File: src/rtl/load_window.sv
// Loads a KxK activation window from a dual-port BRAM, two rows per pass.
// Optional zero padding of masked rows/columns: define LOAD_WINDOW_ZERO_PAD_EN.
module load_window #(
  parameter int KERNEL     = 3,
  parameter int DATA_WIDTH = 8,
  parameter int BRAM_WIDTH = 32,
  parameter int ADDR_WIDTH = 32,
  parameter int BRAM_LAT   = 1
) (
  input  logic                                 clk,
  input  logic                                 rst,
  input  logic                                 start,
  input  logic [ADDR_WIDTH-1:0]                base_addr,
  input  logic [ADDR_WIDTH-1:0]                row_pitch,
  input  logic [11:0]                          col_pitch,
  input  logic [KERNEL-1:0]                    row_mask,
  input  logic [KERNEL-1:0]                    col_mask,
  output logic                                 busy,
  output logic                                 done,
  output logic [KERNEL*KERNEL*DATA_WIDTH-1:0]  window,
  output logic [ADDR_WIDTH-1:0]                bram_a_addr,
  output logic [ADDR_WIDTH-1:0]                bram_b_addr,
  output logic                                 bram_en,
  output logic                                 bram_wen,
  output logic [BRAM_WIDTH-1:0]                bram_din,
  input  logic [BRAM_WIDTH-1:0]                bram_a_dout,
  input  logic [BRAM_WIDTH-1:0]                bram_b_dout
);

  localparam int PASSES = (KERNEL + 1) / 2;
  localparam int LANES  = BRAM_WIDTH / DATA_WIDTH;
  localparam int LB     = (LANES > 1) ? $clog2(LANES) : 1;
  localparam bit ODD    = (KERNEL % 2) == 1;
  localparam logic [2:0] COL_LAST  = 3'(KERNEL - 1);
  localparam logic [2:0] PASS_LAST = 3'(PASSES - 1);
  localparam logic [1:0] LAT_LAST  = 2'(BRAM_LAT);

  typedef enum logic [1:0] {IDLE, ISSUE, DRAIN} state_t;

  state_t                state;
  logic [2:0]            col;
  logic [2:0]            pass;
  logic [1:0]            drain;
  logic [ADDR_WIDTH-1:0] row_a;
  logic [ADDR_WIDTH-1:0] row_b;
  logic [ADDR_WIDTH-1:0] pitch2;
  logic [11:0]           cpitch_q;

  logic                  pv  [BRAM_LAT];
  logic                  pvb [BRAM_LAT];
  logic [2:0]            pp  [BRAM_LAT];
  logic [2:0]            pc  [BRAM_LAT];
  logic [LB-1:0]         pla [BRAM_LAT];
  logic [LB-1:0]         plb [BRAM_LAT];

  logic [DATA_WIDTH-1:0] data_a;
  logic [DATA_WIDTH-1:0] data_b;
  logic                  b_active;

  assign bram_en  = 1'b1;
  assign bram_wen = 1'b0;
  assign bram_din = '0;

  function automatic logic [LB-1:0] lane_of(input logic [ADDR_WIDTH-1:0] a);
    logic [LB-1:0] l;
    l = '0;
    if (LANES > 1) l = a[LB-1:0];
    return l;
  endfunction

  function automatic logic [DATA_WIDTH-1:0] pick(input logic [BRAM_WIDTH-1:0] w,
                                                 input logic [LB-1:0] lane);
    logic [DATA_WIDTH-1:0] s;
    s = '0;
    for (int unsigned l = 0; l < LANES; l++)
      if (lane == LB'(l)) s = w[l*DATA_WIDTH +: DATA_WIDTH];
    return s;
  endfunction

`ifdef LOAD_WINDOW_ZERO_PAD_EN
  logic [KERNEL-1:0] rm_q;
  logic [KERNEL-1:0] cm_q;

  always_ff @(posedge clk or negedge rst) begin
    if (!rst) begin
      rm_q <= '0;
      cm_q <= '0;
    end else if (state == IDLE && start) begin
      rm_q <= row_mask;
      cm_q <= col_mask;
    end
  end
`else
  logic unused_masks;
  assign unused_masks = ^{row_mask, col_mask};
`endif

  // Port B sits idle during the last pass when K is odd (no row 2p+1).
  assign b_active = !(ODD && pass == PASS_LAST);

  always_ff @(posedge clk or negedge rst) begin
    if (!rst) begin
      state       <= IDLE;
      busy        <= 1'b0;
      done        <= 1'b0;
      col         <= '0;
      pass        <= '0;
      drain       <= '0;
      bram_a_addr <= '0;
      bram_b_addr <= '0;
      row_a       <= '0;
      row_b       <= '0;
      pitch2      <= '0;
      cpitch_q    <= '0;
    end else begin
      done <= 1'b0;
      case (state)
        IDLE: if (start) begin
          state       <= ISSUE;
          busy        <= 1'b1;
          col         <= '0;
          pass        <= '0;
          drain       <= '0;
          bram_a_addr <= base_addr;
          row_a       <= base_addr;
          if (KERNEL > 1) begin
            bram_b_addr <= base_addr + row_pitch;
            row_b       <= base_addr + row_pitch;
          end
          pitch2      <= row_pitch + row_pitch;
          cpitch_q    <= col_pitch;
        end
        ISSUE: begin
          if (col != COL_LAST) begin
            col         <= col + 3'd1;
            bram_a_addr <= bram_a_addr + ADDR_WIDTH'(cpitch_q);
            if (b_active) bram_b_addr <= bram_b_addr + ADDR_WIDTH'(cpitch_q);
          end else begin
            col <= '0;
            if (pass == PASS_LAST) begin
              state <= DRAIN;
            end else begin
              pass        <= pass + 3'd1;
              row_a       <= row_a + pitch2;
              bram_a_addr <= row_a + pitch2;
              if (!(ODD && pass == PASS_LAST - 3'd1)) begin
                row_b       <= row_b + pitch2;
                bram_b_addr <= row_b + pitch2;
              end
            end
          end
        end
        DRAIN: begin
          if (drain == LAT_LAST) begin
            state <= IDLE;
            busy  <= 1'b0;
            done  <= 1'b1;
          end else begin
            drain <= drain + 2'd1;
          end
        end
        default: state <= IDLE;
      endcase
    end
  end

  // Tags travel BRAM_LAT stages so they line up with the returning read data.
  always_ff @(posedge clk or negedge rst) begin
    if (!rst) begin
      for (int unsigned j = 0; j < BRAM_LAT; j++) begin
        pv[j]  <= 1'b0;
        pvb[j] <= 1'b0;
        pp[j]  <= '0;
        pc[j]  <= '0;
        pla[j] <= '0;
        plb[j] <= '0;
      end
    end else begin
      pv[0]  <= state == ISSUE;
      pvb[0] <= state == ISSUE && b_active;
      pp[0]  <= pass;
      pc[0]  <= col;
      pla[0] <= lane_of(bram_a_addr);
      plb[0] <= lane_of(bram_b_addr);
      for (int unsigned j = 1; j < BRAM_LAT; j++) begin
        pv[j]  <= pv[j-1];
        pvb[j] <= pvb[j-1];
        pp[j]  <= pp[j-1];
        pc[j]  <= pc[j-1];
        pla[j] <= pla[j-1];
        plb[j] <= plb[j-1];
      end
    end
  end

  always_comb begin
    data_a = pick(bram_a_dout, pla[BRAM_LAT-1]);
    data_b = pick(bram_b_dout, plb[BRAM_LAT-1]);
  end

  for (genvar r = 0; r < KERNEL; r++) begin : g_row
    for (genvar c = 0; c < KERNEL; c++) begin : g_col
      logic [DATA_WIDTH-1:0] el;
      logic [DATA_WIDTH-1:0] val;
      logic                  hit;

      always_comb begin
        hit = pp[BRAM_LAT-1] == 3'(r / 2) && pc[BRAM_LAT-1] == 3'(c) &&
              (((r % 2) == 0) ? pv[BRAM_LAT-1] : pvb[BRAM_LAT-1]);
        val = ((r % 2) == 0) ? data_a : data_b;
`ifdef LOAD_WINDOW_ZERO_PAD_EN
        if (!(rm_q[r] && cm_q[c])) val = '0;
`endif
      end

      always_ff @(posedge clk or negedge rst) begin
        if (!rst)     el <= '0;
        else if (hit) el <= val;
      end

      assign window[(r*KERNEL+c)*DATA_WIDTH +: DATA_WIDTH] = el;
    end
  end

endmodule

File: config.mk
export PLATFORM = sky130hd
export DESIGN_NAME = load_window
export DESIGN_NICKNAME = d
export VERILOG_FILES = /design/src/rtl/load_window.sv
export SDC_FILE = /design/constraint.sdc
export NUM_CORES = 1
export LEC_CHECK = 0
export ABC_AREA = 1
export CORE_MARGIN = 5
export CORE_UTILIZATION = 45
export CTS_CLUSTER_SIZE = 8
export DETAILED_ROUTE_END_ITERATION = 8
export PLACE_DENSITY = 0.71
export SETUP_SLACK_MARGIN = 0.05
export SLEW_MARGIN = 0
export SYNTH_ARGS = -nofsm -noshare
export SYNTH_HDL_FRONTEND = slang
export SYNTH_SLANG_ARGS = --single-unit
File: constraint.sdc
create_clock -name clk -period 2.4 [get_ports clk]
set_clock_uncertainty 0.15 [all_clocks]
set_input_delay 0.48 -clock clk [delete_from_list [all_inputs] [get_ports clk]]
set_output_delay 0.48 -clock clk [all_outputs]
set_load 0.02 [all_outputs]
=== Yosys cells after proc, flatten, opt, wreduce, memory -nomap -nowiden ===
Index checks and enable logic that the tools add are counted.
W data, S select, Z words.

* Flip-flop bits (word level): 268
* Input bits: 149
* Output and inout bits: 172

* $add $sub $neg: 9
* Equality and inequality tests: 23
* Multiplexer cells: 41
* Reductions and logical operators: 34

{| class="wikitable"
|+ Operator list
! kind !! count
|-
| $mux W32 || 10
|-
| $pmux W32 S2 || 4
|-
| $add A32 B32 Y32 || 4
|-
| $add A32 B12 Y32 || 2
|-
| $mux W8 || 8
|-
| $logic_and A1 B1 Y1 || 16
|-
| $ne A2 B2 Y1 const B || 7
|-
| $mux W2 || 6
|-
| $mux W3 || 4
|-
| $pmux W3 S2 || 2
|-
| $reduce_and A4 Y1 || 3
|-
| $eq A2 B2 Y1 const B || 5
|-
| $eq A3 B1 Y1 const B || 3
|-
| $logic_not A3 Y1 || 3
|-
| $reduce_and A3 Y1 || 3
|-
| $eq A2 B1 Y1 const B || 4
|-
| $add A3 B1 Y3 const B || 2
|-
| $logic_not A2 Y1 || 3
|-
| $ne A3 B3 Y1 const B || 2
|-
| $pmux W2 S3 || 1
|-
| $reduce_and A5 Y1 || 1
|-
| $mux W1 || 4
|-
| $pmux W2 S2 || 1
|-
| $reduce_and A2 Y1 || 2
|-
| 6 further kinds || 7
|}

=== Logic depth before layout (Yosys ltp) ===
* Depth in word-level cells: 5
* Depth in mapped cells: 17
* Mapped depth without buffers: 17

=== Worst setup path after synthesis ===
OpenSTA, ideal clock, no wires.

* Kind: register -> register
* From: reg bram_b_addr[0]
* To: reg bram_b_addr[30]
* Arrival: 2.081 ns
* Data required time: 2.137 ns
* Path slack: 0.056 ns
* Stages on the path, launching flop included: 16
* Buffers on the path: 0
* Period minus slack after synthesis: 2.344 ns
* Cell sequence: dfrtp_1 > ha_1 > fa_1 > nand3_1 > nand3_1 > nand2_1 > nand2_1 > nand2_1 > nand2_1 > nand2_1 > nand2_1 > nand3_1 > nand2_1 > nand3b_1 > nand2_1 > inv_1

* Longest elaborated chain between the ends: 4

{| class="wikitable"
|+ RTL lines
! element !! RTL line !! source
|-
| start, declared || 22 || <nowiki>output logic [ADDR_WIDTH-1:0] bram_b_addr,</nowiki>
|-
| start signal, assigned || 127 || <nowiki>bram_b_addr <= base_addr + row_pitch;</nowiki>
|-
| start signal, assigned || 137 || <nowiki>if (b_active) bram_b_addr <= bram_b_addr + ADDR_WIDTH'(cpitch_q);</nowiki>
|-
| start signal, assigned || 148 || <nowiki>bram_b_addr <= row_b + pitch2;</nowiki>
|-
| $add A32 B12 Y32 || 137 ||
|-
| $mux W32 || 137 ||
|-
| $mux W32 || 134 || <nowiki>if (col != COL_LAST) begin</nowiki>
|-
| $pmux W32 S2 || 117 || <nowiki>case (state)</nowiki>
|}

No other way between the ends. The select of a mux whose other input is x is not followed.
A chain may end at the register's enable or synchronous reset.

=== Final worst setup path ===
* From: reg pitch2[14]
* To: reg bram_a_addr[24]

* Longest elaborated chain between the ends: 4

{| class="wikitable"
|+ RTL lines
! element !! RTL line !! source
|-
| start, declared || 46 || <nowiki>logic [ADDR_WIDTH-1:0] pitch2;</nowiki>
|-
| start signal, assigned || 130 || <nowiki>pitch2 <= row_pitch + row_pitch;</nowiki>
|-
| $add A32 B32 Y32 || 145 || <nowiki>bram_a_addr <= row_a + pitch2;</nowiki>
|-
| $mux W32 || 140 || <nowiki>if (pass == PASS_LAST) begin</nowiki>
|-
| $mux W32 || 134 ||
|-
| $pmux W32 S2 || 117 ||
|-
| end signal, assigned || 124 || <nowiki>bram_a_addr <= base_addr;</nowiki>
|-
| end signal, assigned || 136 || <nowiki>bram_a_addr <= bram_a_addr + ADDR_WIDTH'(cpitch_q);</nowiki>
|-
| end signal, assigned || 145 ||
|-
| end, declared || 21 || <nowiki>output logic [ADDR_WIDTH-1:0] bram_a_addr,</nowiki>
|}

No other way between the ends. The select of a mux whose other input is x is not followed.

==> metrics.cfg <==
[timing]
relSlewSlack_pct = 40.6
hold_ws_ps = 94.9
setup_viol = 0
worst_slew_pin_slew_ps = 881
hold_viol = 0
rsz0062_at_grt = yes
slew_viol_final = 0
clock.fmax_ghz = 0.417
period_share_pct = 99.8
post-route-min-period_ps = 2400

[layout]
layout_common_cells = nand2_1 (983), inv_1 (384), nor2_1 (343)
instances_no_fill = 4440
drive_above_1_share_pct = 18.8
mostFrequentLayoutCell = nand2_1
fill_cells = 4203
fin_util_pct = 64.2
multi_input_area_um2 = 14200
area_growth_syn_to_layout_pct = 42.0
seq_area_um2 = 6710
nets = 4095

[power]
combPwrFrac_pct = 71.2
seq_power_share_pct = 18.4
peakVddDrop_v = 0.000892
power_leakage_nw = 14.9
switchingPower_w = 0.0265
swShare_pct = 51.4
powerDensity_nw_per_um2 = 1730
power.internal_w = 0.0251
clockPowerShare_pct = 10.4

[logic_synthesis]
synth_top_family_by_area = simple AND/OR/NAND/NOR gates
netlist_area_um2 = 20900
yosys_register_bits = 267
yosysSeqAreaShare_pct = 31.9
syn_inst = 3279
synthMuxAreaShare_pct = 0
yosysWarnings = 0
ys_types = 47
synth_simple_gate_area_share_pct = 37.2
synth_area_per_cell_um2 = 6.38
synth_compound_area_share_pct = 11.5
synth-xor-area-share_pct = 1.88
synthAdderAreaFrac_pct = 7.59

[critical_path]
r2r_start = pitch2[14]
rr_endpoint = bram_a_addr[24]
crit_arrival_ps = 2720
crit_type = reg -> reg
critical_path.most_common_cell = nand3_1
start_kind = flip-flop
crit_path_end_kind = flip-flop
ff2ff_path_depth = 12
cp_max_fo = 4
cpPeakStageDelay_ps = 450
required_ps = 2730
crit_slowest_cell = dfrtp_1
regToRegSetupSlack_ps = 4
path_cells = ha_1 -> nand2_1 -> nor2_1 -> inv_1 -> nor3_2 -> nand3_1 -> nand3_1 -> nand2_1 -> nand3_1 -> nand3_1 -> nand2_1 -> inv_1

[route]
vias = 24000
drtIter0Drc = 2320
wl_um = 82200
wl_per_cell_um = 18.5
postRouteAntennaNets = 0
drt_drc_violations_left = 0
avgViaCountPerCell = 5.41
firstDrtPassIters = 6

[floorplan]
rows = 79
start_util_pct = 45.2
coreArea_um2 = 46300
die_w_um = 226
die_y_um = 226
num_io_pins = 321
dieArea_um2 = 50900

[min_path]
hold_start = row_pitch[0]
hold_path_class = in -> reg
min_to = pitch2[1]
holdPathStages = 3

[status]
status = completed

[flow_run]
maxCapViolCount = 0

[clocking]
cts_tree = done
clk_pin_slew_ps = 60
clock_tree.buffer_depth = 3
clk_latency_ps = 590
numClockSinks = 267
htree_num_levels = 2
root_buffer = clkbuf_16
numCtsBuffers = 40

[place]
dpl.hpwl_um = 63300
dp_cells = 4365
io_buffers = 280
gp_congestion = 1.04

[global_routing]
grt_max_degree = 76
antenna_found_initial = 4
grt_pass1_vias = 21900
track_usage_pct = 30.2
grt_pass1_wl_um = 121000
grt-ovfl-total = 0

## layer usage
| metal | routed length [um] | up-vias | part of all wire, % | global-route usage [%] |
|---|---|---|---|---|
| li1 | - | 11600 | - | - |
| met1 | 34200 | 11100 | 42 | 40.9 |
| met2 | 36900 | 1128 | 45 | 48.4 |
| met3 | 7100 | 194 | 8.6 | 5.29 |
| met4 | 4030 | 2 | 4.9 | 11.7 |
| met5 | 7 | - | 0.0085 | 0 |
## critical path: cells and delay by family, from the launching register on
family,cells,cell delay [ps]
fa+ha+maj,1,380
buf+inv,2,150
flops,1,450
simple gates,9,1150
## final cells by class
class                      count  area share (%)
inverter                     397            5.02
antenna                        3          0.0253
clock buffer                  46            3.55
clock inverter                 4           0.253
multi-input combinational   2541            47.9
sequential                   267            22.6
timing repair buffer         575            18.1
tap                          607            2.56
## worst max path at each step
stage                         startpoint         endpoint  slack [ps]  cells past startpoint
after detailed placement   base_addr[16]  bram_b_addr[17]        -640                     13
after global placement      base_addr[0]  bram_b_addr[22]        -570                     14
after CTS                 bram_b_addr[5]   bram_b_addr[5]          10                      2
final                         pitch2[14]  bram_a_addr[24]           4                     12
after floorplan           bram_b_addr[0]  bram_b_addr[30]          60                     15
after global routing          pitch2[11]  bram_a_addr[25]         -50                     13
## power by group through the flow
stage / Clock (W) / Combinational (W) / Sequential, W
finish: 0.00534 / 0.0367 / 0.00951
global route: 0.00562 / 0.0401 / 0.00973
floorplan: 0 / 0.0186 / 0.00971
global placement: 0 / 0.0315 / 0.00908
CTS: 0.00539 / 0.0327 / 0.00918
detailed placement: 0 / 0.0319 / 0.00911
## what timing repair did
item / CTS / global route
gates resized for setup: 103 / 385
gates cloned: 1 / 0
pin swaps: 11 / 69
setup endpoints to repair: 82 / 106
setup buffers: 3 / 17
endpoints found under the hold margin: 173 / 0
hold buffers: 1 / 0
## sequential cells by signal (all words and copies together) (netlist names)
name and count:
row_a 32, pass 3, done 1, col 3
pitch2 31, busy 1, state 2, cpitch_q 12
bram_b_addr 32, row_b 32, pla 2, pc 3
plb 2, pv 1, pvb 1, g_row.g_col.el 72
drain 2, bram_a_addr 32, pp 3
## metrics by stage
stage	TNS, ps	total power (W)	worst slack (ps)	instance area (um2)
floorplan	0	0.0283	55.8	21000
global route	-496	0.0554	-46.1	29700
finish	0	0.0515	3.84	29700
global placement	-27940	0.0406	-568	26400
CTS	0	0.0473	14.7	27900
detailed placement	-30410	0.0410	-637	26400
## synthesized netlist by cell type (all sizes together)
cell type	count	area (um2)
nand2	1067	4030
inv	396	1490
nor2	391	1490
nand3	312	1570
dfrtp	267	6680
a21oi	211	1060
o21ai	173	866
ha	119	1490
buf	61	400
clkbuf	46	173
nor3	38	201
a31oi	37	231
nand4	28	175
xor2	24	210
nand3b	21	158
xnor2	21	184
or2	15	93.8
o21bai	8	60.1
fa	5	100
nor4	5	31.3
o211ai	5	37.5
o22a	5	43.8
and2	4	25.0
and3	4	25.0
a41oi	3	26.3
conb	2	7.51
o2111ai	2	17.5
o21a	2	15.0
o221ai	2	17.5
a21o	1	7.51
a22oi	1	7.51
clkinv	1	5.00
o22ai	1	6.26
o31ai	1	7.51
## cells by family (layout without fill, tap and decap cells)
family,Yosys count,in the layout
compound gates,452,452
flops,267,267
xor+xnor,45,45
fa+ha+maj,124,124
other cells,2,37
simple gates,1885,1886
buf+inv,504,1022
No activity file was read; power rests on OpenSTA's default activity.
